[src/rtl/pipe_lsu.sv]
// pipe_lsu: MEM-stage load/store unit driving a word-wide data memory port.
// It turns byte/halfword/word requests into word-aligned accesses. Sub-word
// stores are merged into the current word, and loads are sign- or zero-extended.
// Optional feature macro: MISALIGN_SPLIT_EN. When it is defined, an access that
// crosses a word boundary is split into two word accesses with a one-cycle stall.
// When it is undefined, such an access is rejected with err.
module pipe_lsu (
  input  logic        clk,
  input  logic        rst,
  input  logic        req_valid,
  input  logic        req_we,
  input  logic [1:0]  req_size,
  input  logic        req_unsigned,
  input  logic [31:0] req_addr,
  input  logic [31:0] req_wdata,
  output logic        stall,
  output logic [31:0] rdata,
  output logic        rdata_valid,
  output logic        err,
  output logic        mem_we,
  output logic [31:0] mem_addr,
  output logic [31:0] mem_wdata,
  input  logic [31:0] mem_rdata
);

  logic [1:0]  off;
  logic [2:0]  nbytes;
  logic [3:0]  size_mask;
  logic        reserved;
  logic        crossing;
  logic [31:0] base_addr;
  logic [63:0] wide_data;   // store data placed at its byte lanes across two words
  logic [7:0]  wide_mask;   // byte enables across the same two-word window
  logic        second_sel;  // currently serving the upper word of a split
  logic [31:0] lane_data;
  logic [3:0]  lane_mask;
  logic [31:0] merged;
  logic [31:0] aligned_raw;
  logic [31:0] load_raw;
  logic [31:0] load_ext;
  logic        active;

`ifdef MISALIGN_SPLIT_EN
  localparam logic SPLIT = 1'b1;

  typedef enum logic {IDLE, SECOND} state_t;
  state_t      state;
  logic [23:0] hold;        // upper bytes of the first word of a split load
  logic [2:0]  hi_shift;
  logic [31:0] split_raw;

  assign second_sel = (state == SECOND);
`else
  localparam logic SPLIT = 1'b0;

  // No registered state in this build; the clock and reset are kept on the port list.
  logic unused_clk_rst;
  assign unused_clk_rst = clk ^ rst;
  assign second_sel     = 1'b0;
`endif

  // Decode access size into a byte count and a right-aligned byte mask
  always_comb begin
    nbytes    = 3'd0;
    size_mask = 4'b0000;
    case (req_size)
      2'b00:   begin nbytes = 3'd1; size_mask = 4'b0001; end
      2'b01:   begin nbytes = 3'd2; size_mask = 4'b0011; end
      2'b10:   begin nbytes = 3'd4; size_mask = 4'b1111; end
      default: begin nbytes = 3'd0; size_mask = 4'b0000; end
    endcase
  end

  assign off       = req_addr[1:0];
  assign reserved  = (req_size == 2'b11);
  assign crossing  = (({1'b0, off} + nbytes) > 3'd4);
  assign base_addr = {req_addr[31:2], 2'b00};
  assign wide_data = {32'd0, req_wdata} << {off, 3'b000};
  assign wide_mask = {4'd0, size_mask} << off;

  // The lower word is served in the first (or only) cycle, and the upper word in SECOND
  assign lane_data = second_sel ? wide_data[63:32] : wide_data[31:0];
  assign lane_mask = second_sel ? wide_mask[7:4]   : wide_mask[3:0];

  genvar gi;
  generate
    for (gi = 0; gi < 4; gi++) begin : g_lane
      assign merged[8*gi +: 8] = lane_mask[gi] ? lane_data[8*gi +: 8] : mem_rdata[8*gi +: 8];
    end
  endgenerate

  // Load bytes are shifted down so the addressed byte lands in bits [7:0]
  assign aligned_raw = mem_rdata >> {off, 3'b000};

`ifdef MISALIGN_SPLIT_EN
  // The held bytes fill the low (4-off) bytes, and word B supplies the rest above them
  assign hi_shift  = 3'd4 - {1'b0, off};
  assign split_raw = {8'd0, hold} | (mem_rdata << {hi_shift, 3'b000});
  assign load_raw  = second_sel ? split_raw : aligned_raw;
`else
  assign load_raw  = aligned_raw;
`endif

  // Sign- or zero-extend the assembled load value to 32 bits
  always_comb begin
    case (req_size)
      2'b00:   load_ext = {{24{load_raw[7]  & ~req_unsigned}}, load_raw[7:0]};
      2'b01:   load_ext = {{16{load_raw[15] & ~req_unsigned}}, load_raw[15:0]};
      default: load_ext = load_raw;
    endcase
  end

  // Accept or reject the request and drive the memory port and result outputs
  always_comb begin
    err    = 1'b0;
    active = 1'b0;
    if (second_sel) begin
      // The split always finishes, even if req_valid drops in the meantime
      active = 1'b1;
    end else if (req_valid) begin
      if (reserved || (crossing && !SPLIT)) err = 1'b1;
      else                                  active = 1'b1;
    end
    stall       = active && !second_sel && crossing;
    mem_we      = active && req_we;
    mem_addr    = active ? (second_sel ? base_addr + 32'd4 : base_addr) : 32'd0;
    mem_wdata   = mem_we ? merged : 32'd0;
    rdata_valid = active && !req_we && !stall;
    rdata       = rdata_valid ? load_ext : 32'd0;
  end

`ifdef MISALIGN_SPLIT_EN
  // Move between the two halves of a split and capture the first word's load bytes
  always_ff @(posedge clk or posedge rst) begin
    if (rst) begin
      state <= IDLE;
      hold  <= 24'd0;
    end else begin
      case (state)
        IDLE: begin
          if (stall) begin
            state <= SECOND;
            hold  <= aligned_raw[23:0];
          end
        end
        SECOND: state <= IDLE;
      endcase
    end
  end
`endif

endmodule

[config.mk]
export PLATFORM = sky130hd
export DESIGN_NAME = pipe_lsu
export DESIGN_NICKNAME = d
export VERILOG_FILES = /design/src/rtl/pipe_lsu.sv
export SDC_FILE = /design/constraint.sdc
export NUM_CORES = 1
export LEC_CHECK = 0
export ABC_CLOCK_PERIOD_IN_PS = 2100
export CORE_MARGIN = 2
export CORE_UTILIZATION = 30
export DETAILED_ROUTE_END_ITERATION = 8
export GPL_TIMING_DRIVEN = 0
export PLACE_DENSITY = 0.81
export SYNTH_ARGS = -nofsm -noshare
export SYNTH_HDL_FRONTEND = slang
export SYNTH_SLANG_ARGS = --single-unit
[constraint.sdc]
create_clock -name vclk -period 2.1
set_input_delay 0.21 -clock vclk [all_inputs]
set_output_delay 0.21 -clock vclk [all_outputs]
set_load 0.05 [all_outputs]
==> flow_summary.yaml <==
critical_path:
  cpMaxStageDelayCell: "fa_2"
  critPathKind: "input pin to output port"
  required_ns: 1.89
  worst-path-max-fanout: 7
  endpoint_kind: "output port"
  cp-start-kind: "input pin"
  critPathMaxStageDelay_ns: 0.55
  crit_chain: "buf_12, inv_16, ha_4, ha_4, inv_2, fa_2, nand2b_4, a211oi_4, buf_4, nand2b_4, buf_12, a211oi_4, buf_6"
  endpoint: "rdata[1]"
  crit_path_start: "req_size[1]"
  crit_arrival_ns: 2.45
layout:
  fin_nets: 651
  fill_cells: 449
  multi_input_area_um2: 2810
  n_clock_buffer: 0
  syn_to_final_growth_pct: 163
  final_util: 0.817
  seq_cell_count: 0
  antenna_cells: 0
  seq_area_um2: 0
  drive_above_1_share: 0.512
yosys:
  syn-instance-count: 316
  synth_area_um2: 2250
  ys_warn_count: 0
  ys_seq_area_frac: 0
  yosysUniqueCellTypes: 38
  syn_area_per_cell_um2: 7.14
placed_design:
  portBuffers: 197
  routabilityCongestion: 0.891
  hpwlAfterDp_mm: 9.78
pwr:
  p_int_mw: 0.781
  p_switching_mw: 0.996
  power_density_nw_per_um2: 300
  power_frac_seq: 0
  ir_worst_vdd_mv: 0.194
  swShare: 0.560
  clock_power_share: 0
  pwr-share-comb: 1.000
  p_leak_nw: 2.39
timing:
  slew_headroom: 0.343
  finalSetupViolCount: 96
  finalCriticalPeriod_ns: 2.66
  worst_pin_slew_ns: 0.986
  final-hold-violation-count: 0
  setup-tns-final_ns: -40.49
  min_period_over_period: 1.27
  timing.final.ws_setup_ns: -0.563
  finalMaxSlewViolations: 0
  max_freq_mhz: 375
  rsz0062_at_grt: "true"
detailed_routing:
  antenna_left: 0
  wl_mm: 13.8
  drt-pass1-iter-count: 5
  vias: 3600
  wl_per_cell_um: 21.7
  vias_per_cell: 5.64
  drcViolationCount: 0
  drt_iter0_markers: 239
clock_network:
  postCtsHoldBufs: 0
floorplan:
  core_area_um2: 7250
  die_h_um: 90.7
  rows: 31
  io_pins: 203
  start_util: 0.311
  die_x_um: 90.7
  dieArea_um2: 8220
status:
  status: "finished with violations"
  violations: "negative setup slack"
global_route:
  grt_usage: 0.305
  grt_pass1_vias: 3773
  grt_first_pass_wirelength_mm: 20.2
  grt_max_degree: 11
  grt_antenna_before_repair: 0
  gr-total-overflow: 0
hold_path:
  hold_class: "input pin to output port"
  min_from: "req_addr[1]"
flow_run:
  drv_cap: 0
critical path, delay by kind of cell:
family | cells | cell delay (ns)
buffers and inverters | 6 | 0.76
adder cells (fa/ha/maj) | 3 | 0.79
AO/OA/AOI/OAI | 2 | 0.46
AND/OR/NAND/NOR | 2 | 0.21
cell type report:
cell class	count	area share
buffer	33	0.0558
timing repair buffer	220	0.439
tap	99	0.0209
multi-input combinational	277	0.474
inverter	9	0.0108
power by group through the flow:
stage,registers [mW],clock network [mW],logic (mW)
after detailed placement,0,0,1.48
final,0,0,1.78
after global routing,0,0,1.85
after CTS,0,0,1.65
after global placement,0,0,1.47
after floorplan,0,0,0.973
worst min path at each step:
| stage | endpoint | slack [ns] | depth (start not counted) |
|---|---|---|---|
| floorplan | mem_addr[10] | 0.59 | 1 |
| global placement | mem_addr[21] | 1.64 | 3 |
| detailed placement | mem_addr[14] | 1.63 | 3 |
| CTS | rdata[7] | 1.05 | 5 |
| global route | rdata[7] | 1.11 | 5 |
| finish | rdata[7] | 1.06 | 5 |
cell usage after synthesis, types with 2 or more instances:
master,count,area share
mux2i_1,56,0.25
nor2_1,43,0.072
and2_1,31,0.086
a21oi_1,25,0.055
a211oi_1,22,0.073
nor3_1,22,0.049
clkbuf_1,14,0.023
buf_2,11,0.024
nor2b_1,10,0.028
nor3_2,10,0.044
a221oi_1,8,0.031
inv_1,8,0.013
mux2_2,8,0.040
o2bb2ai_1,7,0.027
ha_1,6,0.033
nand2_1,5,0.0083
buf_6,4,0.020
buf_4,3,0.010
and3_1,2,0.0055
nand2b_1,2,0.0055
or2_2,2,0.0055
cell usage in the layout (no fill, tap or decap), types with 2 or more instances in the layout:
| master | n |
|---|---|
| clkbuf_16 | 9 |
| and2_4 | 30 |
| nand2b_4 | 2 |
| a211oi_4 | 16 |
| clkinvlp_4 | 2 |
| nor2_1 | 19 |
| clkdlybuf4s50_1 | 97 |
| buf_2 | 8 |
| nor3_4 | 25 |
| inv_1 | 3 |
| nor2b_1 | 10 |
| ha_4 | 3 |
| mux2_2 | 8 |
| nor2_4 | 22 |
| nand2_1 | 4 |
| a211oi_1 | 7 |
| nor3_1 | 8 |
| buf_12 | 5 |
| a221oi_1 | 8 |
| ha_1 | 3 |
| conb_1 | 3 |
| clkbuf_1 | 7 |
| buf_8 | 46 |
| buf_6 | 64 |
| o2bb2ai_1 | 7 |
| mux2i_1 | 56 |
| a21oi_1 | 25 |
| or2_2 | 2 |
| nor2_2 | 2 |
| buf_4 | 11 |
per-layer routing:
metal	vias to the layer above	part of all wire	global-route usage
li1	1585	-	-
met1	1708	0.34	0.338
met2	267	0.52	0.572
met3	40	0.096	0.0659
met4	0	0.039	0.0987
met5	-	0	0
cells by family (layout without fill, tap and decap cells):
kind of cell	Yosys count	in the layout	share of synthesized area
adder cells (fa/ha/maj)	7	7	0.0422
AO/OA/AOI/OAI	69	69	0.237
multiplexers	65	65	0.299
XOR/XNOR	1	1	0.00389
buffers and inverters	42	262	0.0943
AND/OR/NAND/NOR	131	132	0.322
other	1	3	0.00166
metrics by stage:
| step | power, mW | cells | setup WS [ns] | hold WS, ns | instance area (um^2) |
|---|---|---|---|---|---|
| after global routing | 1.85 | 638 | -0.615 | 1.11 | 5920 |
| after CTS | 1.65 | 627 | -0.524 | 1.05 | 5620 |
| after global placement | 1.47 | 614 | -1.99 | 1.64 | 5080 |
| final | 1.78 | 638 | -0.563 | 1.06 | 5920 |
| after floorplan | 0.973 | 318 | -0.497 | 0.592 | 2990 |
| after detailed placement | 1.48 | 614 | -1.98 | 1.63 | 5080 |
what timing repair did:
action                     CTS  global route
setup endpoints to repair   97            97
pin swaps                   31            13
setup buffers                7             9
cloned                       6             2
resized for setup          739            50
(Power assumes the default switching activity.)
